**config.mk**
```make
export PLATFORM = sky130hd
export DESIGN_NAME = hazard_pipe_ctrl
export DESIGN_NICKNAME = d
export VERILOG_FILES = /design/src/rtl/hazard_pipe_ctrl.sv
export SDC_FILE = /design/constraint.sdc
export NUM_CORES = 1
export LEC_CHECK = 0
export CAP_MARGIN = 20
export CORE_MARGIN = 4
export CORE_UTILIZATION = 45
export DETAILED_ROUTE_END_ITERATION = 10
export HOLD_SLACK_MARGIN = 0.03
export PLACE_DENSITY_LB_ADDON = 0.12
export SLEW_MARGIN = 20
export SYNTH_ARGS = -nofsm -noshare
export SYNTH_HDL_FRONTEND = slang
export SYNTH_SLANG_ARGS = --single-unit
```
**constraint.sdc**
```tcl
create_clock -name clk -period 3.3 [get_ports clk]
set_input_delay 0.99 -clock clk [delete_from_list [all_inputs] [get_ports clk]]
set_output_delay 0.99 -clock clk [all_outputs]
set_load 0.1 [all_outputs]
```
**src/rtl/hazard_pipe_ctrl.sv**
```systemverilog
// Destination/write-back control pipeline feeding the bypass network, with load-use
// stall detection, branch flush, memory freeze and a saturating stall-cycle counter.
module hazard_pipe_ctrl #(
    parameter int unsigned CNT_W = 16
) (
    input  logic             clk,
    input  logic             rst_n,
    input  logic [4:0]       if_id_rs,
    input  logic [4:0]       if_id_rt,
    input  logic             if_id_uses_rt,
    input  logic [4:0]       id_rd,
    input  logic             id_regwrite,
    input  logic             id_memread,
    input  logic             branch_flush,
    input  logic             mem_ready,
    output logic [4:0]       id_ex_rd,
    output logic [4:0]       ex_mem_rd,
    output logic [4:0]       mem_wb_rd,
    output logic             id_ex_wb,
    output logic             ex_mem_wb,
    output logic             mem_wb_wb,
    output logic             id_ex_memread,
    output logic             ex_mem_memread,
    output logic             pc_write,
    output logic             if_id_write,
    output logic             if_id_flush,
    output logic             id_ex_bubble,
    output logic [CNT_W-1:0] stall_cnt
);

    typedef enum logic [1:0] {ModeRun, ModeLoadUse, ModeFlush, ModeFreeze} mode_e;

    mode_e            mode;
    logic             load_use;
    logic             stall_inc;
    logic [4:0]       id_ex_rd_q, ex_mem_rd_q, mem_wb_rd_q;
    logic             id_ex_wb_q, ex_mem_wb_q, mem_wb_wb_q;
    logic             id_ex_memread_q, ex_mem_memread_q;
    logic [4:0]       id_ex_rd_d;
    logic             id_ex_wb_d, id_ex_memread_d;
    logic [CNT_W-1:0] stall_cnt_q, stall_cnt_d;

    always_comb begin
        load_use = id_ex_memread_q & id_ex_wb_q & (id_ex_rd_q != 5'd0) &
                   ((id_ex_rd_q == if_id_rs) | (if_id_uses_rt & (id_ex_rd_q == if_id_rt)));
        if (!mem_ready) begin
            mode = ModeFreeze;
        end else if (branch_flush) begin
            mode = ModeFlush;
        end else if (load_use) begin
            mode = ModeLoadUse;
        end else begin
            mode = ModeRun;
        end
    end

    always_comb begin
        pc_write        = 1'b1;
        if_id_write     = 1'b1;
        if_id_flush     = 1'b0;
        id_ex_bubble    = 1'b0;
        stall_inc       = 1'b0;
        unique case (mode)
            ModeFreeze: begin
                pc_write    = 1'b0;
                if_id_write = 1'b0;
                stall_inc   = 1'b1;
            end
            ModeFlush: begin
                if_id_flush  = 1'b1;
                id_ex_bubble = 1'b1;
            end
            ModeLoadUse: begin
                pc_write     = 1'b0;
                if_id_write  = 1'b0;
                id_ex_bubble = 1'b1;
                stall_inc    = 1'b1;
            end
            default: ;
        endcase
    end

    always_comb begin
        id_ex_rd_d      = id_rd;
        // r0 is never a real destination, so it must not look like a producer
        id_ex_wb_d      = id_regwrite & (id_rd != 5'd0);
        id_ex_memread_d = id_memread;
        if (id_ex_bubble) begin
            id_ex_rd_d      = 5'd0;
            id_ex_wb_d      = 1'b0;
            id_ex_memread_d = 1'b0;
        end
        stall_cnt_d = stall_cnt_q;
        if (stall_inc && (stall_cnt_q != {CNT_W{1'b1}})) begin
            stall_cnt_d = stall_cnt_q + CNT_W'(1);
        end
    end

    always_ff @(posedge clk or negedge rst_n) begin
        if (!rst_n) begin
            id_ex_rd_q       <= 5'd0;
            ex_mem_rd_q      <= 5'd0;
            mem_wb_rd_q      <= 5'd0;
            id_ex_wb_q       <= 1'b0;
            ex_mem_wb_q      <= 1'b0;
            mem_wb_wb_q      <= 1'b0;
            id_ex_memread_q  <= 1'b0;
            ex_mem_memread_q <= 1'b0;
            stall_cnt_q      <= '0;
        end else begin
            stall_cnt_q <= stall_cnt_d;
            if (mem_ready) begin
                id_ex_rd_q       <= id_ex_rd_d;
                id_ex_wb_q       <= id_ex_wb_d;
                id_ex_memread_q  <= id_ex_memread_d;
                ex_mem_rd_q      <= id_ex_rd_q;
                ex_mem_wb_q      <= id_ex_wb_q;
                ex_mem_memread_q <= id_ex_memread_q;
                mem_wb_rd_q      <= ex_mem_rd_q;
                mem_wb_wb_q      <= ex_mem_wb_q;
            end
        end
    end

    assign id_ex_rd       = id_ex_rd_q;
    assign ex_mem_rd      = ex_mem_rd_q;
    assign mem_wb_rd      = mem_wb_rd_q;
    assign id_ex_wb       = id_ex_wb_q;
    assign ex_mem_wb      = ex_mem_wb_q;
    assign mem_wb_wb      = mem_wb_wb_q;
    assign id_ex_memread  = id_ex_memread_q;
    assign ex_mem_memread = ex_mem_memread_q;
    assign stall_cnt      = stall_cnt_q;

endmodule

```
Word-level counts from Yosys, hierarchy flattened
Index checks and enable logic that the tools add are counted.
{ "totals": {"out_inout_bits": 40, "register_bits": 36, "input_bits": 22} }
{ "classes": {"mux": 10, "n_eq_ne": 6, "bitwise_logic": 6, "addsub": 1, "reduce_logical": 5} }
{ "op_table": {"columns": ["cell", "count"], "rows": [
  ["$add A16 B1 Y16 const B", 1],
  ["$ne A16 B16 Y1 const B", 1],
  ["$eq A5 B5 Y1", 2],
  ["$reduce_bool A5 Y1", 2],
  ["$mux W1", 7],
  ["$and A1 B1 Y1", 5],
  ["$mux W5", 1],
  ["$eq A2 B2 Y1 const B", 2],
  ["$mux W2", 2],
  ["$reduce_or A2 Y1", 2],
  ["$eq A2 B1 Y1 const B", 1],
  ["$logic_and A1 B1 Y1", 1],
  ["$or A1 B1 Y1", 1]
]} }

Depth between registers and ports, before layout
Gate-level depths: netlist of the first run.
{ "logic_depth": {"word_depth": 11, "depth_mapped": 8, "depth_no_buf": 7} }

Worst setup path before layout of the first run
OpenSTA, ideal clock, no wires.
{ "synth_timing": {"path_type": "register to output", "from": "register id_ex_rd_q[0] (netlist: id_ex_rd[0])", "to": "output port pc_write", "required_ns": 2.310, "stages_incl_launch_ff": 5, "path_buffers": 1, "arrival_ns": 3.700, "slack_ns": -1.390, "path_cell_list": "dfrtp_1 -> or3_1 -> o311a_1 -> a31oi_1 -> buf_4"} }
{ "synth_between": {"elab_chain_len": 10, "word_cells_on_any_way": 14, "cone_classes": "eq/ne: 4; mux: 4; bitwise: 4; reduce/logical: 2"} }
{ "synth_lines": {"columns": ["element", "line_no", "source"], "rows": [
  ["start, declared", "36", "logic [4:0] id_ex_rd_q, ex_mem_rd_q, mem_wb_rd_q;"],
  ["start signal, assigned", "113", "id_ex_rd_q <= id_ex_rd_d;"],
  ["$eq A5 B5 Y1", "45", "((id_ex_rd_q == if_id_rs) | (if_id_uses_rt & (id_ex_rd_q == if_id_rt)));"],
  ["$and A1 B1 Y1", "45", null],
  ["$or A1 B1 Y1", "45", null],
  ["$and A1 B1 Y1 *", "44", "load_use = id_ex_memread_q & id_ex_wb_q & (id_ex_rd_q != 5'd0) &"],
  ["$mux W1 *", "50", "end else if (load_use) begin"],
  ["$mux W2 *", "48", "end else if (branch_flush) begin"],
  ["$mux W2 *", "46", "if (!mem_ready) begin"],
  ["$eq A2 B1 Y1 / $eq A2 B2 Y1 (equally long branches)", null, null],
  ["$reduce_or A2 Y1 (no source line) *", null, null],
  ["$mux W1 *", null, null],
  ["end, declared", "24", "output logic pc_write,"]
]} }
Mark *: on every way between the ends. The rest lies on a longest branch, timed or not.

Worst setup path in the final report of the first run
{ "layout_timing": {"from": "input port if_id_uses_rt", "to": "output port if_id_write"} }
{ "layout_between": {"elab_chain_len": 9, "word_cells_on_any_way": 10, "cone_classes": "eq/ne: 2; mux: 4; bitwise: 3; reduce/logical: 1"} }
{ "layout_lines": {"columns": ["element", "line_no", "source"], "rows": [
  ["start, declared", "10", "input logic if_id_uses_rt,"],
  ["$and A1 B1 Y1 *", "45", null],
  ["$or A1 B1 Y1 *", "45", null],
  ["$and A1 B1 Y1 *", "44", null],
  ["$mux W1 *", "50", null],
  ["$mux W2 *", "48", null],
  ["$mux W2 *", "46", null],
  ["$eq A2 B1 Y1 / $eq A2 B2 Y1 (equally long branches)", "63", "unique case (mode)"],
  ["$reduce_or A2 Y1 (no source line) *", null, null],
  ["$mux W1 *", "63", null],
  ["end, declared", "25", "output logic if_id_write,"]
]} }
Marks and branches as above.

==> results of run 1 <==
per-stage QoR:
stage,area [µm²],std cells
after floorplan,1720,143
after global placement,2320,249
after detailed placement,2320,249
after CTS,2420,257
after global routing,2420,257
final,2420,257
routing by layer:
metal | wire length [µm] | vias to the layer above | track usage | share of wire
met1 | 1510 | 655 | 0.202 | 0.37
met4 | 101 | 0 | 0.0900 | 0.025
met3 | 374 | 9 | 0.0729 | 0.091
li1 | - | 626 | - | -
met2 | 2130 | 47 | 0.343 | 0.52
met5 | 0 | - | 0 | 0
area by class of cell:
class,count,area share
Clock buffer,7,0.0399
Inverter,5,0.00828
Multi-Input combinational cell,97,0.313
Sequential cell,36,0.375
Tap cell,46,0.0238
Timing Repair Buffer,66,0.240
flip-flops by register name, summed over array words and instances, names as in the netlist:
register,flops
stall_cnt,16
ex_mem_rd,5
id_ex_rd,5
mem_wb_rd,5
ex_mem_memread,1
ex_mem_wb,1
id_ex_memread,1
id_ex_wb,1
mem_wb_wb,1
cells in the final DEF, fill, tap and decap left out:
cell type                         instances
sky130_fd_sc_hd__ha_1                     1
sky130_fd_sc_hd__mux2_2                  14
sky130_fd_sc_hd__nor3b_2                  1
sky130_fd_sc_hd__or3_1                    2
sky130_fd_sc_hd__buf_2                    1
sky130_fd_sc_hd__dlygate4sd2_1           10
sky130_fd_sc_hd__a22o_1                   6
sky130_fd_sc_hd__clkbuf_8                 7
sky130_fd_sc_hd__clkinv_2                 1
sky130_fd_sc_hd__o311a_1                  1
sky130_fd_sc_hd__nor2_4                   1
sky130_fd_sc_hd__xnor2_2                  1
sky130_fd_sc_hd__dfrtp_2                  5
sky130_fd_sc_hd__a32o_1                   1
sky130_fd_sc_hd__dfrtp_1                 31
sky130_fd_sc_hd__nor3_2                   1
sky130_fd_sc_hd__and2_1                   1
sky130_fd_sc_hd__a31oi_4                  1
sky130_fd_sc_hd__o22ai_2                  1
sky130_fd_sc_hd__nand4_1                  5
sky130_fd_sc_hd__inv_1                    4
sky130_fd_sc_hd__nand3_1                  4
sky130_fd_sc_hd__buf_12                   4
sky130_fd_sc_hd__nor3_1                   6
sky130_fd_sc_hd__xor2_1                  12
sky130_fd_sc_hd__nand2_1                 10
sky130_fd_sc_hd__clkdlybuf4s50_1         10
sky130_fd_sc_hd__nor2_2                   1
sky130_fd_sc_hd__buf_4                   41
sky130_fd_sc_hd__a21oi_1                  1
sky130_fd_sc_hd__nor4_1                   2
sky130_fd_sc_hd__xnor2_1                 12
sky130_fd_sc_hd__nor2_1                  11
sky130_fd_sc_hd__a21oi_4                  1
final timing paths:
path | cells after the start | from | end
setup / recovery | 6 | if_id_uses_rt | if_id_write
hold / removal | 1 | stall_cnt[10]$_DFFE_PN0P_ | stall_cnt[10]$_DFFE_PN0P_
setup reg to reg | 5 | id_ex_rd[0]$_DFFE_PN0P_ | stall_cnt[1]$_DFFE_PN0P_
hold reg to reg | 1 | stall_cnt[10]$_DFFE_PN0P_ | stall_cnt[10]$_DFFE_PN0P_
max in group asynchronous | 1 | rst_n | id_ex_rd[1]$_DFFE_PN0P_
min in group asynchronous | 1 | rst_n | stall_cnt[6]$_DFFE_PN0P_
repair_timing:
item | CTS | global route
endpoints found under the hold margin | 0 | 0
buffers inserted | 1 | 0
hold buffers | 0 | 0
setup endpoints to repair | 3 | 0
gates resized for setup | 11 | 0
power groups by stage:
stage | Sequential (mW) | Clock [mW] | Combinational, mW
2_1_floorplan | 1.33 | 0 | 0.185
3_3_place_gp | 0.652 | 0 | 1.11
3_5_place_dp | 0.665 | 0 | 1.13
4_1_cts | 0.659 | 0.340 | 1.13
5_1_grt | 0.680 | 0.356 | 1.16
6_report | 0.659 | 0.329 | 1.12
cells by family (layout without fill, tap and decap cells):
group / count (synthesis) / count (layout)
compound gates: 12 / 12
xor+xnor: 25 / 25
fa+ha+maj: 1 / 1
buf+inv: 10 / 78
flops: 36 / 36
mux: 14 / 14
simple gates: 45 / 45
==> out/results.md, run 1 <==
| Stage | Metric | Reported |
|---|---|---|
| layout | Relative area change from synthesis to final layout | 45.0% |
| layout | Share of layout cells above drive strength 1 | 0.384 |
| clock tree | CTS tree | yes |
| worst setup path | Number of buffers and inverters on the critical path | 3 |
| sta | Worst Slack Setup Final | 80.2 ps |
| sta | Setup repair after global routing missed its margin | no |
| logic synthesis | Synth Area in Adders | 0.00751 |
| die | Die span in x | 68.9 µm |
| worst setup path | Worst reg2reg setup slack | 960 ps |
| logic synthesis | Proportion of register bits with asynchronous set or reset after synthesis | 1.00 |
| worst setup path | Cell Chain, Critical Path | clkdlybuf4s50_1 > nand2_1 > o22ai_2 > buf_4 > a31oi_4 > buf_12 |
| layout | Share of the core filled with cells | 0.702 |
| grt | Global Route Usage Sum | 0.194 |
| placement | Number of port buffers | 61 |
| detailed routing | Number of remaining DRC errors | 0 |
| run status | Run status | complete, no violations |
| logic synthesis | Cell count after synthesis | 143 |
| power | Internal cell power | 971 µW |
| worst setup path | Critical setup path kind | input port to primary output |
| logic synthesis | Yosys Warn Count | 0 |
| grt | Largest net degree at the start of global routing | 37 |
| logic synthesis | Cell taking the most area after synthesis | sky130_fd_sc_hd__dfrtp_1 |
| detailed routing | Final wirelength | 4110 µm |
| power | Cell area power density | 874 nW/µm² |
| worst setup path | Slowest CP cell | sky130_fd_sc_hd__clkdlybuf4s50_1 |
| detailed routing | Overall via count from detail_route | 1337 |
| logic synthesis | Portion of the post-synthesis area used by sequential elements | 0.541 |
| worst setup path | Largest stage delay, worst path | 410 ps |
| detailed routing | Residual antenna-violating net count after detailed routing | 0 |
| worst setup path | Arr. time, crit path | 2230 ps |
| clock tree | H-tree levels | 2 |
| logic synthesis | Unique masters post-synth | 27 |
| logic synthesis | Average footprint of a synthesized cell | 11.7 µm² |
| sta | Worst-margin pin slew | 779 ps |
| power | Fraction of power spent switching nets | 0.540 |
| die | Die height | 68.9 µm |
| worst setup path | Setup crit end kind | primary output |
| logic synthesis | Top-area cell type share of the netlist area | 0.541 |
| clock tree | Maximum clock insertion buffer count | 2 |
| power | Clk network pwr share | 0.156 |
| die | Initial core utilization | 0.484 |
| clock tree | CTS buffer count | 5 |
| clock tree | Total clock sinks | 36 |
| logic synthesis | Portion of netlist area occupied by mux cells | 0.0946 |
| grt | Via count of the first global-routing pass | 1379 |
| layout | Count of fill cells added during filler insertion | 260 |
| detailed routing | Wirelength per Cell | 16.0 µm |
| sta | Count of endpoints failing hold in the final timing report | 0 |
| logic synthesis | Synth area leaders | sky130_fd_sc_hd__dfrtp_1 (54%), sky130_fd_sc_hd__mux2_2 (9.5%), sky130_fd_sc_hd__xnor2_1 (6.8%), sky130_fd_sc_hd__xor2_1 (6.3%), sky130_fd_sc_hd__a22o_1 (3.2%) |
| power | Share of total power in sequential cells | 0.312 |
| placement | Worst setup timing slack at the placement stage | -95.8 ps |
| logic synthesis | Combinational family with the most area after synthesis | simple AND/OR/NAND/NOR gates |
| logic synthesis | Cell area after technology mapping | 1670 µm² |
| logic synthesis | Leading cell types by count after synthesis | sky130_fd_sc_hd__dfrtp_1 (36), sky130_fd_sc_hd__mux2_2 (14), sky130_fd_sc_hd__nor2_1 (13), sky130_fd_sc_hd__xnor2_1 (13), sky130_fd_sc_hd__xor2_1 (12) |
| sta | WHS | 501 ps |
| logic synthesis | Xor/xnor cell area share of the yosys netlist | 0.131 |
| sta | Max Transition Viols Final | 0 |
| logic synthesis | Number of synthesized flops with an enable pin | 0 |
| power | Maximum vdd ir drop | 1.06 mV |
| sta | Clk_skew | 5.35 ps |
| grt | Global-route wire length before repair | 6550 µm |
| min path | Worst Hold Class | flip-flop to flip-flop |
| job | Count of max-cap constraint violations | 0 |
| logic synthesis | Complex-gate fraction of the synthesized area | 0.0638 |
| placement | Half-perimeter wire length after detailed placement | 3180 µm |
| sta | Sum Neg Setup Slack | 0 ps |
| sta | Relative slew slack | 0.481 |
| clock tree | Clock insertion delay at the later pin of the skew report | 290 ps |
| layout | Multi-input combinational cell area | 756 µm² |
| worst setup path | Kind of launch point of the worst setup path | input port |
| sta | Maximum clock frequency | 0.311 GHz |
| grt | Total grt overflow | 0 |
| sta | Min Tclk post-route | 3220 ps |
| clock tree | Clock slew seen by the registers of the worst setup and hold paths | 60 ps |
| worst setup path | CP max FO | 3 |
| logic synthesis | Dominant cell by count in the synthesized netlist | sky130_fd_sc_hd__dfrtp_1 |
| logic synthesis | Most used flip-flop cell after synthesis | sky130_fd_sc_hd__dfrtp_1 |
| die | Core region area | 3440 µm² |
| layout | # nets final | 234 |
| die | Std-Cell Rows | 21 |
| layout | FF+latch area | 907 µm² |
| worst setup path | Dominant delay contributor by cell family on the critical path | buffers and inverters |
| detailed routing | Drt first-iter violations | 57 |
| grt | Initial antenna violation count | 0 |
| power | Net switching power figure | 1.14 mW |
| logic synthesis | Post-Synth Simple-Gate Area | 0.133 |
| die | Die footprint | 4740 µm² |
| clock tree | Root cell of the clock tree | sky130_fd_sc_hd__clkbuf_8 |
| power | Leakage component of the power | 1.12 nW |
| logic synthesis | Number of nets in the synthesized netlist | 166 |
| logic synthesis | Yosys reg bits | 36 |
| detailed routing | Via density per instance | 5.20 |
| power | Comb pwr share | 0.532 |
| placement | Final RePlAce weighted congestion | 0.767 |
| sta | Crit share post-route | 0.976 |
| worst setup path | Required time at the endpoint of the critical path | 2310 ps |
| detailed routing | Initial DRT Pass Iterations | 6 |
| die | I/O Pins | 62 |
| power | Post-layout power | 2.11 mW |
| layout | Number of diodes | 0 |
| sta | Final Setup Violations | 0 |
(Power assumes the default switching activity.)
==> inputs of run 2 (changes only) <==
==> constraint.sdc (replaced) <==
create_clock -name clk -period 4.2 [get_ports clk]
set_input_delay 1.26 -clock clk [delete_from_list [all_inputs] [get_ports clk]]
set_output_delay 1.26 -clock clk [all_outputs]
set_load 0.1 [all_outputs]
==> run 2 against run 1 <==
Non-clock buffer count down 2. Worst hold slack better by 1.3 ps. Utilization up 1.4 points. Register-to-register slack better by 900 ps. Sequential power down 22%. Sequential share of layout area down 0.98 points. Critical endpoint is now pc_write. Largest power group unchanged.
==> out/results.md, run 2 (same netlist as run 1, synthesis figures left out) <==
| Stage | Metric | Reported |
|---|---|---|
| clock tree | CTS buffer count | 5 |
| power | Leakage component of the power | 1.04 nW |
| detailed routing | Drt first-iter violations | 97 |
| worst setup path | Kind of launch point of the worst setup path | input port |
| power | Post-layout power | 1.67 mW |
| clock tree | Clock slew seen by the registers of the worst setup and hold paths | 70 ps |
| die | Die footprint | 4740 µm² |
| clock tree | # resized after CTS | 0 |
| clock tree | Root cell of the clock tree | sky130_fd_sc_hd__clkbuf_8 |
| detailed routing | Final wirelength | 3790 µm |
| power | Maximum vdd ir drop | 0.684 mV |
| min path | Startpoint of the lowest-slack hold path | stall_cnt[10]$_DFFE_PN0P_ |
| clock tree | H-tree levels | 2 |
| sta | Min Tclk post-route | 4010 ps |
| detailed routing | Number of remaining DRC errors | 0 |
| sta | Maximum clock frequency | 0.249 GHz |
| layout | Final Instance Count excl. Fillers | 255 |
| clock tree | Number of buffers inserted to repair setup after CTS | 0 |
| worst setup path | Arr. time, crit path | 2750 ps |
| grt | Initial antenna violation count | 0 |
| sta | Max Transition Viols Final | 0 |
| grt | Global Route Usage Sum | 0.180 |
| layout | Relative area change from synthesis to final layout | 47.9% |
| die | Initial core utilization | 0.484 |
| placement | Number of port buffers | 61 |
| sta | Relative slew slack | 0.335 |
| sta | Worst-margin pin slew | 995 ps |
| job | Count of max-cap constraint violations | 0 |
| die | I/O Pins | 62 |
| die | Core region area | 3440 µm² |
| layout | Most frequent cells in the layout | sky130_fd_sc_hd__clkdlybuf4s50_1 (56), sky130_fd_sc_hd__dfrtp_1 (36), sky130_fd_sc_hd__mux2_2 (14) |
| clock tree | Clock insertion delay at the later pin of the skew report | 280 ps |
| die | Die height | 68.9 µm |
| power | Cell area power density | 679 nW/µm² |
| worst setup path | Required time at the endpoint of the critical path | 2940 ps |
| placement | Half-perimeter wire length after detailed placement | 2870 µm |
| detailed routing | Wirelength per Cell | 14.9 µm |
| detailed routing | Via density per instance | 5.12 |
| worst setup path | Setup crit end kind | primary output |
| die | Die span in x | 68.9 µm |
| placement | Final RePlAce weighted congestion | 0.848 |
| grt | Largest net degree at the start of global routing | 37 |
| sta | Final Setup Violations | 0 |
| sta | Sum Neg Setup Slack | 0 ps |
| sta | Crit share post-route | 0.956 |
| min path | Worst Hold Class | flip-flop to flip-flop |
| detailed routing | Overall via count from detail_route | 1306 |
| worst setup path | Critical setup path kind | input port to primary output |
| clock tree | Total clock sinks | 36 |
| clock tree | CTS tree | yes |
| layout | Most common cell after layout, fill and taps aside | sky130_fd_sc_hd__clkdlybuf4s50_1 |
| worst setup path | Worst reg2reg startpoint | stall_cnt[0]$_DFFE_PN0P_ |
| sta | Clk_skew | 4.62 ps |
| clock tree | Hold-fix buffers at CTS | 0 |
| worst setup path | Worst setup path start | if_id_rt[1] |
| grt | Total grt overflow | 0 |
| clock tree | Maximum clock insertion buffer count | 2 |
| die | Std-Cell Rows | 21 |
| run status | Run status | complete, no violations |
| placement | Total instance count after detailed placement | 248 |
| detailed routing | Residual antenna-violating net count after detailed routing | 0 |
| placement | Area post-placement | 2370 µm² |
| grt | Global-route wire length before repair | 6260 µm |
| sta | Count of endpoints failing hold in the final timing report | 0 |
| sta | Setup repair after global routing missed its margin | no |
| worst setup path | CP max FO | 2 |
| detailed routing | Initial DRT Pass Iterations | 4 |
| layout | Share of layout cells above drive strength 1 | 0.158 |
| layout | Summed area of non-filler cells in the final layout | 2460 µm² |
| grt | Via count of the first global-routing pass | 1292 |
| layout | Number of flip-flops in the largest register | 16 |
| layout | # nets final | 232 |
| layout | Number of diodes | 0 |
run 2: cell count changes in the layout (fill, tap and decap cells not counted), sizes merged:
cell / change
clkdlybuf4s50: +46
buf: -38
dlygate4sd2: -10
run 2: metal layers:
layer	part of all wire	global-route usage	vias to the layer above
li1	-	-	626
met1	0.43	0.227	621
met2	0.46	0.285	52
met3	0.099	0.0681	7
met4	0.014	0.0584	0
met5	0	0	-
run 2: critical path: stages:
cell	delay, ps
sky130_fd_sc_hd__clkdlybuf4s50_1	420
sky130_fd_sc_hd__xnor2_1	130
sky130_fd_sc_hd__nand4_1	100
sky130_fd_sc_hd__o22ai_1	110
sky130_fd_sc_hd__buf_4	160
sky130_fd_sc_hd__a31oi_2	330
sky130_fd_sc_hd__buf_12	220
run 2: where the power goes:
| group | total, mW | switching, mW | internal (mW) | leakage (nW) |
|---|---|---|---|---|
| sequential | 0.511 | 0.0890 | 0.422 | 0.447 |
| clock | 0.261 | 0.115 | 0.146 | 0.0503 |
| combinational | 0.901 | 0.681 | 0.220 | 0.547 |
run 2: layout make-up:
cell class,count,area (µm²)
fillers,258,977
flip-flops and latches,36,901
multi-input cells,97,723
inverters,5,18.8
clock buffers,7,96.3
repair buffers,64,668
well taps,46,57.6
run 2: final timing paths:
check / to / slack, ps / cells after the start
worst max-delay path: pc_write / 190 / 7
worst min-delay path: stall_cnt[10]$_DFFE_PN0P_ / 500 / 1
worst max register to register: stall_cnt[1]$_DFFE_PN0P_ / 1860 / 6
worst min register to register: stall_cnt[10]$_DFFE_PN0P_ / 500 / 1
max in group asynchronous: mem_wb_rd[0]$_DFFE_PN0P_ / 2660 / 1
min in group asynchronous: id_ex_rd[0]$_DFFE_PN0P_ / 1050 / 1
run 2: stage by stage:
step / setup WS, ps / hold WS [ps] / util
3_5_place_dp: 206 / 491 / 0.688
3_3_place_gp: 238 / 482 / 0.688
6_report: 186 / 502 / 0.716
5_1_grt: 71.4 / 523 / 0.716
4_1_cts: 197 / 506 / 0.716
2_1_floorplan: -269 / 964 / -
==> inputs of run 3 (changes only) <==
--- a/config.mk
+++ b/config.mk
@@ -9,6 +9,7 @@
 export CORE_MARGIN = 4
 export CORE_UTILIZATION = 45
 export DETAILED_ROUTE_END_ITERATION = 10
+export DONT_BUFFER_PORTS = 1
 export HOLD_SLACK_MARGIN = 0.03
 export PLACE_DENSITY_LB_ADDON = 0.12
 export SLEW_MARGIN = 20
==> constraint.sdc (replaced) <==
create_clock -name clk -period 4.2 [get_ports clk]
set_input_delay 1.26 -clock clk [delete_from_list [all_inputs] [get_ports clk]]
set_output_delay 1.26 -clock clk [all_outputs]
set_load 0.05 [all_outputs]
==> run 3 against run 2 <==
Sequential power grew 53%. Cell count shrank 24%. Worst hold slack gained 160 ps. First-iteration DRC count shrank 26%. Routed wire length shrank 9.6%. Critical path type unchanged.
==> out/results.md, run 3 (same netlist as run 1, synthesis figures left out) <==
| Stage | Metric | Reported |
|---|---|---|
| worst setup path | Largest stage delay, worst path | 400 ps |
| detailed routing | Wirelength per Cell | 17.6 µm |
| worst setup path | Number of buffers and inverters on the critical path | 1 |
| clock tree | Number of buffers inserted to repair setup after CTS | 0 |
| worst setup path | Destination of the critical timing path | id_ex_bubble |
| worst setup path | Setup crit end kind | primary output |
| worst setup path | CP max FO | 3 |
| placement | Half-perimeter wire length after detailed placement | 2560 µm |
| sta | Relative slew slack | 0.547 |
| clock tree | Root cell of the clock tree | sky130_fd_sc_hd__clkbuf_8 |
| sta | Final Setup Violations | 0 |
| die | Std-Cell Rows | 21 |
| sta | Setup repair after global routing missed its margin | no |
| clock tree | Hold-fix buffers at CTS | 0 |
| grt | Total grt overflow | 0 |
| clock tree | Total clock sinks | 36 |
| worst setup path | Dominant delay contributor by cell family on the critical path | compound AO/OA/AOI/OAI gates |
| die | Core region area | 3440 µm² |
| sta | Min Tclk post-route | 3630 ps |
| die | Die height | 68.9 µm |
| layout | Multi-input combinational cell area | 723 µm² |
| layout | Number of flip-flops in the largest register | 16 |
| detailed routing | Total routed wire length on the met1 layer | 1310 µm |
| worst setup path | Terminus of the critical flop-to-flop path | stall_cnt[1]$_DFFE_PN0P_ |
| worst setup path | Number of cells traversed by the worst register-to-register path | 6 |
| die | Die span in x | 68.9 µm |
| sta | Max Transition Viols Final | 0 |
| placement | Total instance count after detailed placement | 187 |
| placement | Final RePlAce weighted congestion | 0.727 |
| worst setup path | Critical Path Stages | 6 |
| layout | Summed area of non-filler cells in the final layout | 1810 µm² |
| detailed routing | Highest Signal Layer | met4 |
| die | Initial core utilization | 0.484 |
| worst setup path | Worst setup path start | if_id_rs[0] |
| clock tree | CTS buffer count | 5 |
| placement | Number of port buffers | 0 |
| layout | FF+latch area | 901 µm² |
| sta | Clk_skew | 8.67 ps |
| clock tree | Clock slew seen by the registers of the worst setup and hold paths | 70 ps |
| worst setup path | Kind of launch point of the worst setup path | input port |
| sta | Sum Neg Setup Slack | 0 ps |
| power | Maximum vdd ir drop | 0.403 mV |
| detailed routing | Final wirelength | 3420 µm |
| detailed routing | Via density per instance | 5.56 |
| job | Count of max-cap constraint violations | 0 |
| placement | Area post-placement | 1720 µm² |
| detailed routing | Residual antenna-violating net count after detailed routing | 0 |
| layout | Count of fill cells added during filler insertion | 316 |
| sta | Count of endpoints failing hold in the final timing report | 0 |
| worst setup path | Arr. time, crit path | 2370 ps |
| detailed routing | Drt first-iter violations | 72 |
| detailed routing | Number of remaining DRC errors | 0 |
| detailed routing | Met2 wire length | 1670 µm |
| grt | Via count of the first global-routing pass | 1067 |
| worst setup path | Critical setup path kind | input port to primary output |
| sta | Maximum clock frequency | 0.276 GHz |
| worst setup path | Required time at the endpoint of the critical path | 2940 ps |
| grt | Global-route wire length before repair | 5200 µm |
| layout | Share of the core filled with cells | 0.527 |
| worst setup path | Worst reg2reg startpoint | stall_cnt[0]$_DFFE_PN0P_ |
| sta | Crit share post-route | 0.864 |
| layout | Final Instance Count excl. Fillers | 195 |
| layout | Number of diodes | 0 |
| sta | Worst-margin pin slew | 679 ps |
| layout | Share of layout cells above drive strength 1 | 0.181 |
| die | I/O Pins | 62 |
| grt | Initial antenna violation count | 0 |
| power | Leakage component of the power | 0.787 nW |
| detailed routing | Met3 WL | 395 µm |
| worst setup path | Worst reg2reg setup slack | 1500 ps |
| power | Cell area power density | 648 nW/µm² |
| die | Die footprint | 4740 µm² |
| grt | Global Route Usage Sum | 0.153 |
| layout | Most common cell after layout, fill and taps aside | sky130_fd_sc_hd__dfrtp_1 |
| detailed routing | Overall via count from detail_route | 1084 |
| layout | # nets final | 171 |
| clock tree | Clock insertion delay at the later pin of the skew report | 280 ps |
| clock tree | H-tree levels | 2 |
| detailed routing | Initial DRT Pass Iterations | 3 |
| grt | Largest net degree at the start of global routing | 37 |
| layout | Most frequent cells in the layout | sky130_fd_sc_hd__dfrtp_1 (36), sky130_fd_sc_hd__mux2_2 (14), sky130_fd_sc_hd__xnor2_1 (13), sky130_fd_sc_hd__nor2_1 (13), sky130_fd_sc_hd__xor2_1 (12) |
| worst setup path | Cell Chain, Critical Path | xnor2_1 > nand3_1 > o22ai_1 > a21oi_1 > nor2_1 > buf_4 |
| min path | Worst Hold Class | input port to asynchronous set/reset pin |
| clock tree | CTS tree | yes |
| layout | Relative area change from synthesis to final layout | 8.78% |
| clock tree | # resized after CTS | 0 |
| run status | Run status | complete, no violations |
| worst setup path | Slowest CP cell | sky130_fd_sc_hd__o22ai_1 |
| clock tree | Maximum clock insertion buffer count | 2 |
## run 3: worst min path at each step
stage / endpoint / slack, ps / depth (start not counted)
detailed placement: stall_cnt[14]$_DFFE_PN0P_ / 830 / 1
floorplan: stall_cnt[14]$_DFFE_PN0P_ / 790 / 1
global placement: stall_cnt[14]$_DFFE_PN0P_ / 830 / 1
global route: id_ex_rd[4]$_DFFE_PN0P_ / 640 / 0
finish: id_ex_rd[4]$_DFFE_PN0P_ / 660 / 0
CTS: id_ex_rd[4]$_DFFE_PN0P_ / 660 / 0
## run 3: layer usage
metal  GRT usage  vias up
met3      0.0762        6
met2       0.257       46
met1       0.163      529
met5           0        -
li1            -      503
met4      0.0584        0
## run 3: where the power goes
group / switching, mW / internal (mW) / total, mW
Combinational: 0.0682 / 0.0780 / 0.146
Sequential: 0.367 / 0.415 / 0.782
Clock: 0.113 / 0.134 / 0.247
Total: 0.548 / 0.627 / 1.18
## run 3: cell type report
cell class,count,area share
flip-flops and latches,36,0.497
well taps,46,0.0317
multi-input cells,97,0.399
inverters,5,0.0104
clock buffers,8,0.0497
repair buffers,3,0.0124
## run 3: per-stage QoR
stage	power [mW]	hold slack (ps)	setup WS, ps
2_1_floorplan	0.895	795	295
3_3_place_gp	0.931	825	576
3_5_place_dp	0.942	826	543
4_1_cts	1.19	655	543
5_1_grt	1.24	642	434
6_report	1.18	664	572
==> variant 1: new RTL, settings of run 1 <==
Set the parameter `CNT_W` to 32 (it was 16).
--- a/src/rtl/hazard_pipe_ctrl.sv
+++ b/src/rtl/hazard_pipe_ctrl.sv
@@ -3,3 +3,3 @@
 module hazard_pipe_ctrl #(
-    parameter int unsigned CNT_W = 16
+    parameter int unsigned CNT_W = 32
 ) (
Interface: changed (resized stall_cnt); port bits go from 62 to 78. The function was not compared with the original's and may differ.
==> variant 1 against run 1 <==
Wire length grew 32%; combinational power down 33%; final area grew 41%; sequential share of layout area up 0.67 points; critical path depth up 1; total power down 11%; synthesized area rose by 49%; maximum frequency grew 0.60%; via count grew 46%; sequential cell count increased by 16; worst hold slack improved by 0.0082 ns; worst setup slack improved by 0.019 ns.
==> variant 1: results (changes against run 1) <==
Clk pin slew, worst setup/hold paths: 0.09 ns (+0.03 ns)
number of flip-flops in the largest register: 32 (+16)
Final HPWL DP: 4.02 mm (+27%)
mean number of vias per cell: 5.16 (-0.74%)
Post-Synthesis Net Count: 245 (+48%)
sequential share of power: 40.7% (+9.5 points)
crit path DAT: 2.21 ns (-0.02 ns)
floorplan die area: 0.00677 sq mm (+43%)
CP max stage cell: sky130_fd_sc_hd__dlygate4sd2_1
stage delay of the slowest cell on the critical path: 0.24 ns (-0.17 ns)
GR Util met1: 24.0% (+3.7 points)
insertion delay of the later-clocked pin in the worst-skew pair: 0.29 ns (about the same)
result of the run: complete, no violations
measured slew at the worst slew-check pin: 0.659 ns (-0.119 ns)
net switching power: 0.842 mW (-26%)
number of vias in the routed layout: 1952 (+46%)
placed instance count: 370 (+49%)
sequential power: 0.767 mW (+16%)
routing usage on met2: 27.2% (-7.0 points)
Clock Skews: 0.00983 ns (+0.00447 ns)
net count reported at finish: 330 (+41%)
VDD IR max: 743 uV (-30%)
number of port buffers: 77 (+26%)
global-route wire length before repair: 8.96 mm (+37%)
peak fanout along the critical path: 2 (-1)
DRT iter0 DRCs: 83 (+46%)
M3 GR Usage: 3.47% (-3.8 points)
syn_area_per_cell: 11.2 sq um (-4.0%)
top post-synthesis cells by area: sky130_fd_sc_hd__dfrtp_1 52%, sky130_fd_sc_hd__xor2_1 8.5%, sky130_fd_sc_hd__xnor2_1 6.0%
RD Place Congestion: 0.772 (+0.72%)
1st-pass router iterations: 4 (-2)
via count of the first global-routing pass: 1876 (+36%)
routed wire length: 5.42 mm (+32%)
fraction of layout instances using a drive strength above 1: 34.7% (-3.6 points)
number of distinct library cell variants in the gate-level netlist after synthesis: 37 (+37%)
clock share of power: 19.4% (+3.8 points)
sequential element share of the synthesized area: 52.4% (-1.7 points)
LEAKAGE: 1.66 nW (+49%)
## variant 1: path summary, 6_finish.rpt
path | slack, ns | endpoint | cells after the start | start
worst max-delay path | 0.1 | id_ex_bubble | 7 | if_id_rs[0]
worst min-delay path | 0.51 | stall_cnt[29]$_DFFE_PN0P_ | 1 | stall_cnt[29]$_DFFE_PN0P_
worst max register to register | 0.95 | stall_cnt[1]$_DFFE_PN0P_ | 6 | id_ex_rd[1]$_DFFE_PN0P_
worst min register to register | 0.51 | stall_cnt[29]$_DFFE_PN0P_ | 1 | stall_cnt[29]$_DFFE_PN0P_
max in group asynchronous | 2.02 | id_ex_rd[4]$_DFFE_PN0P_ | 2 | rst_n
min in group asynchronous | 0.80 | mem_wb_rd[0]$_DFFE_PN0P_ | 2 | rst_n
## variant 1: logic make-up (layout without fill, tap and decap cells)
family / Yosys count / after routing / share of synthesized area, %
AOI/OAI and AO/OA: 12 / 12 / 4.13
buffers and inverters: 15 / 101 / 2.77
adders and majority gates: 1 / 1 / 0.504
DFF: 52 / 52 / 52.4
and+or+nand+nor: 87 / 87 / 19.4
muxes: 14 / 14 / 6.35
xor gates and xnor gates: 41 / 41 / 14.5
## variant 1: layer usage
layer  share of wire, %  vias up
li1                   -      941
met1                 46      958
met2                 48       51
met3                5.3        2
met4               0.46        0
met5                  0        -
## variant 1: what timing repair did
item	in CTS	in global routing
pin swaps	16	0
hold endpoints to repair	0	0
gates resized for setup	14	1
setup endpoints to repair	3	1
buffers inserted	0	0
## variant 1: per-stage QoR
stage / setup slack (ns) / hold slack [ns] / setup TNS (ns) / utilization (%) / cell area (sq um)
2_1_floorplan: -0.00987 / 0.694 / -0.00987 / - / 2530
3_3_place_gp: -0.0867 / 0.488 / -0.184 / 63.1 / 3310
3_5_place_dp: -0.107 / 0.486 / -0.224 / 63.1 / 3310
4_1_cts: 0.0820 / 0.499 / 0 / 65.1 / 3410
5_1_grt: 0.0148 / 0.528 / 0 / 65.3 / 3420
6_report: 0.0994 / 0.509 / 0 / 65.3 / 3420
## variant 1: final cells by class
| cell class | count | area [sq um] |
|---|---|---|
| Clock buffer | 6 | 82.6 |
| Sequential cell | 52 | 1310 |
| Tap cell | 70 | 87.6 |
| Inverter | 8 | 30.0 |
| Timing Repair Buffer | 85 | 723 |
| Fill cell | 429 | 1820 |
| Clock inverter | 2 | 10.0 |
| Multi-Input combinational cell | 155 | 1180 |
## variant 1: worst max-delay path: cells and delay by family
kind	cells	cell delay, ns
XOR/XNOR	1	0.19
AO/OA/AOI/OAI	2	0.35
buffers and inverters	2	0.42
AND/OR/NAND/NOR	2	0.26
==> variant 2: new RTL, config.mk and constraints of run 1 <==
Made on the original files. Register the output `stall_cnt` once more; this adds one clock of latency there. The other outputs are not delayed to match.
--- a/src/rtl/hazard_pipe_ctrl.sv
+++ b/src/rtl/hazard_pipe_ctrl.sv
@@ -132,3 +132,5 @@
     assign ex_mem_memread = ex_mem_memread_q;
-    assign stall_cnt      = stall_cnt_q;
+    always_ff @(posedge clk) begin
+        stall_cnt <= stall_cnt_q;
+    end
 
Formal check against the unedited RTL: not equivalent (a bounded check fails within 4 cycles, from zero or initial values and one cycle with rst_n low).
==> variant 2 against run 1 <==
The run now ends with negative setup slack left; highest routed layer unchanged; total power fell by 2.5%; sequential power grew 25%; wire length fell by 0.15%; sequential cell count is 16 higher; worst setup slack got worse by 0.14 ns; synthesized area grew 24%; sequential share of layout area rose by 6.0 points; final area rose by 16%.
==> variant 2: results (changes against run 1) <==
crit path DAT: 2.37 ns (+0.14 ns)
list of most frequent post-synthesis cells: 36 x sky130_fd_sc_hd__dfrtp_1, 16 x sky130_fd_sc_hd__dfxtp_1, 16 x sky130_fd_sc_hd__xnor2_1, 13 x sky130_fd_sc_hd__mux2_2, 10 x sky130_fd_sc_hd__and3_1
worst hold start: stall_cnt_q[12]$_DFFE_PN0P_
Non-clock buffer share: 20.5% (-3.5 points)
1st-pass router iterations: 4 (-2)
peak fanout along the critical path: 2 (-1)
area used by sequential logic in the layout: 0.00122 sq mm (+35%)
global-route wire length before repair: 6.60 mm (+0.73%)
mean number of vias per cell: 5.08 (-2.4%)
Filler Cells Inserted: 323 (+24%)
Logic inverters: 3 (-2)
failing checks: negative setup slack
clk tree area frac: 3.82% (-0.16 points)
RD Place Congestion: 0.843 (+10%)
multi-input gate area in the final layout: 828 sq um (+9.6%)
CP max stage cell: sky130_fd_sc_hd__nor4_2
number of failing setup endpoints in the final timing report: 3 (+3)
result of the run: complete, but fails checks
Area after DPL: 0.00269 sq mm (+16%)
crit path from: if_id_rt[2]
gate count after technology mapping: 154 (+7.7%)
Final HPWL DP: 3.10 mm (-2.3%)
gate family responsible for the most delay along the worst path: compound AO/OA/AOI/OAI gates
M3 GR Usage: 5.01% (-2.3 points)
final critical-path setup slack: -0.0642 ns (-0.144 ns)
Worst Hold Depth: 0 (-1)
routed wire length: 4.11 mm (-0.15%)
startpoint of the worst register-to-register path: id_ex_rd[2]$_DFFE_PN0P_
minimum setup slack among reg-to-reg paths: 0.94 ns (-0.02 ns)
DRT iter0 DRCs: 86 (+51%)
stage delay of the slowest cell on the critical path: 0.33 ns (-0.08 ns)
net count reported at finish: 244 (+4.3%)
sequential element share of the synthesized area: 59.2% (+5.1 points)
clk_buf instances: 6 (-1)
Post-Synthesis Net Count: 177 (+6.6%)
WHS Endpoint: stall_cnt[12]$_DFF_P_
final design instance area without fill: 0.00281 sq mm (+16%)
GR Util met1: 19.2% (-1.0 points)
total track usage: 15.5% (-3.9 points)
CTS-repair resized insts: 24 (+13)
VDD IR max: 433 uV (-59%)
Setup Slack @ Placement: -0.521 ns (-0.425 ns)
fraction of layout instances using a drive strength above 1: 41.0% (+2.6 points)
Clock Skews: 0.00511 ns (-0.000245 ns)
amount of wire on met2 after detailed routing: 2.08 mm (-2.5%)
final-layout setup total negative slack: -0.187 ns (-0.187 ns)
routing usage on met2: 26.2% (-8.1 points)
LEAKAGE: 1.33 nW (+19%)
comb_multi_in: 93 (-4.1%)
top post-synthesis cells by area: sky130_fd_sc_hd__dfrtp_1 44%, sky130_fd_sc_hd__dfxtp_1 16%, sky130_fd_sc_hd__mux2_2 7.1%
==> variant 2: cell types whose count changed in the layout (fill, tap and decap cells not counted), moves of 4 or more <==
cell / change
sky130_fd_sc_hd__dlygate4sd2_1: -5
sky130_fd_sc_hd__nor3_1: -5
sky130_fd_sc_hd__nand3_2: +9
sky130_fd_sc_hd__dfxtp_1: +16
sky130_fd_sc_hd__nand2_1: -8
sky130_fd_sc_hd__xor2_1: -4
sky130_fd_sc_hd__nor2_1: -8
sky130_fd_sc_hd__and3_1: +10
==> variant 2: where the power goes <==
part,total (mW),internal [mW],switching (mW)
clock,0.409,0.225,0.184
sequential,0.824,0.743,0.0812
combinational,0.825,0.205,0.620
==> variant 2: kinds of logic after synthesis <==
kind of cell / after synthesis / synth area share [%]
adders and majority gates: 1 / 0.606
xor gates and xnor gates: 25 / 10.6
and+or+nand+nor: 43 / 14.1
DFF: 52 / 59.2
buffers and inverters: 9 / 2.55
AOI/OAI and AO/OA: 10 / 5.21
muxes: 14 / 7.82
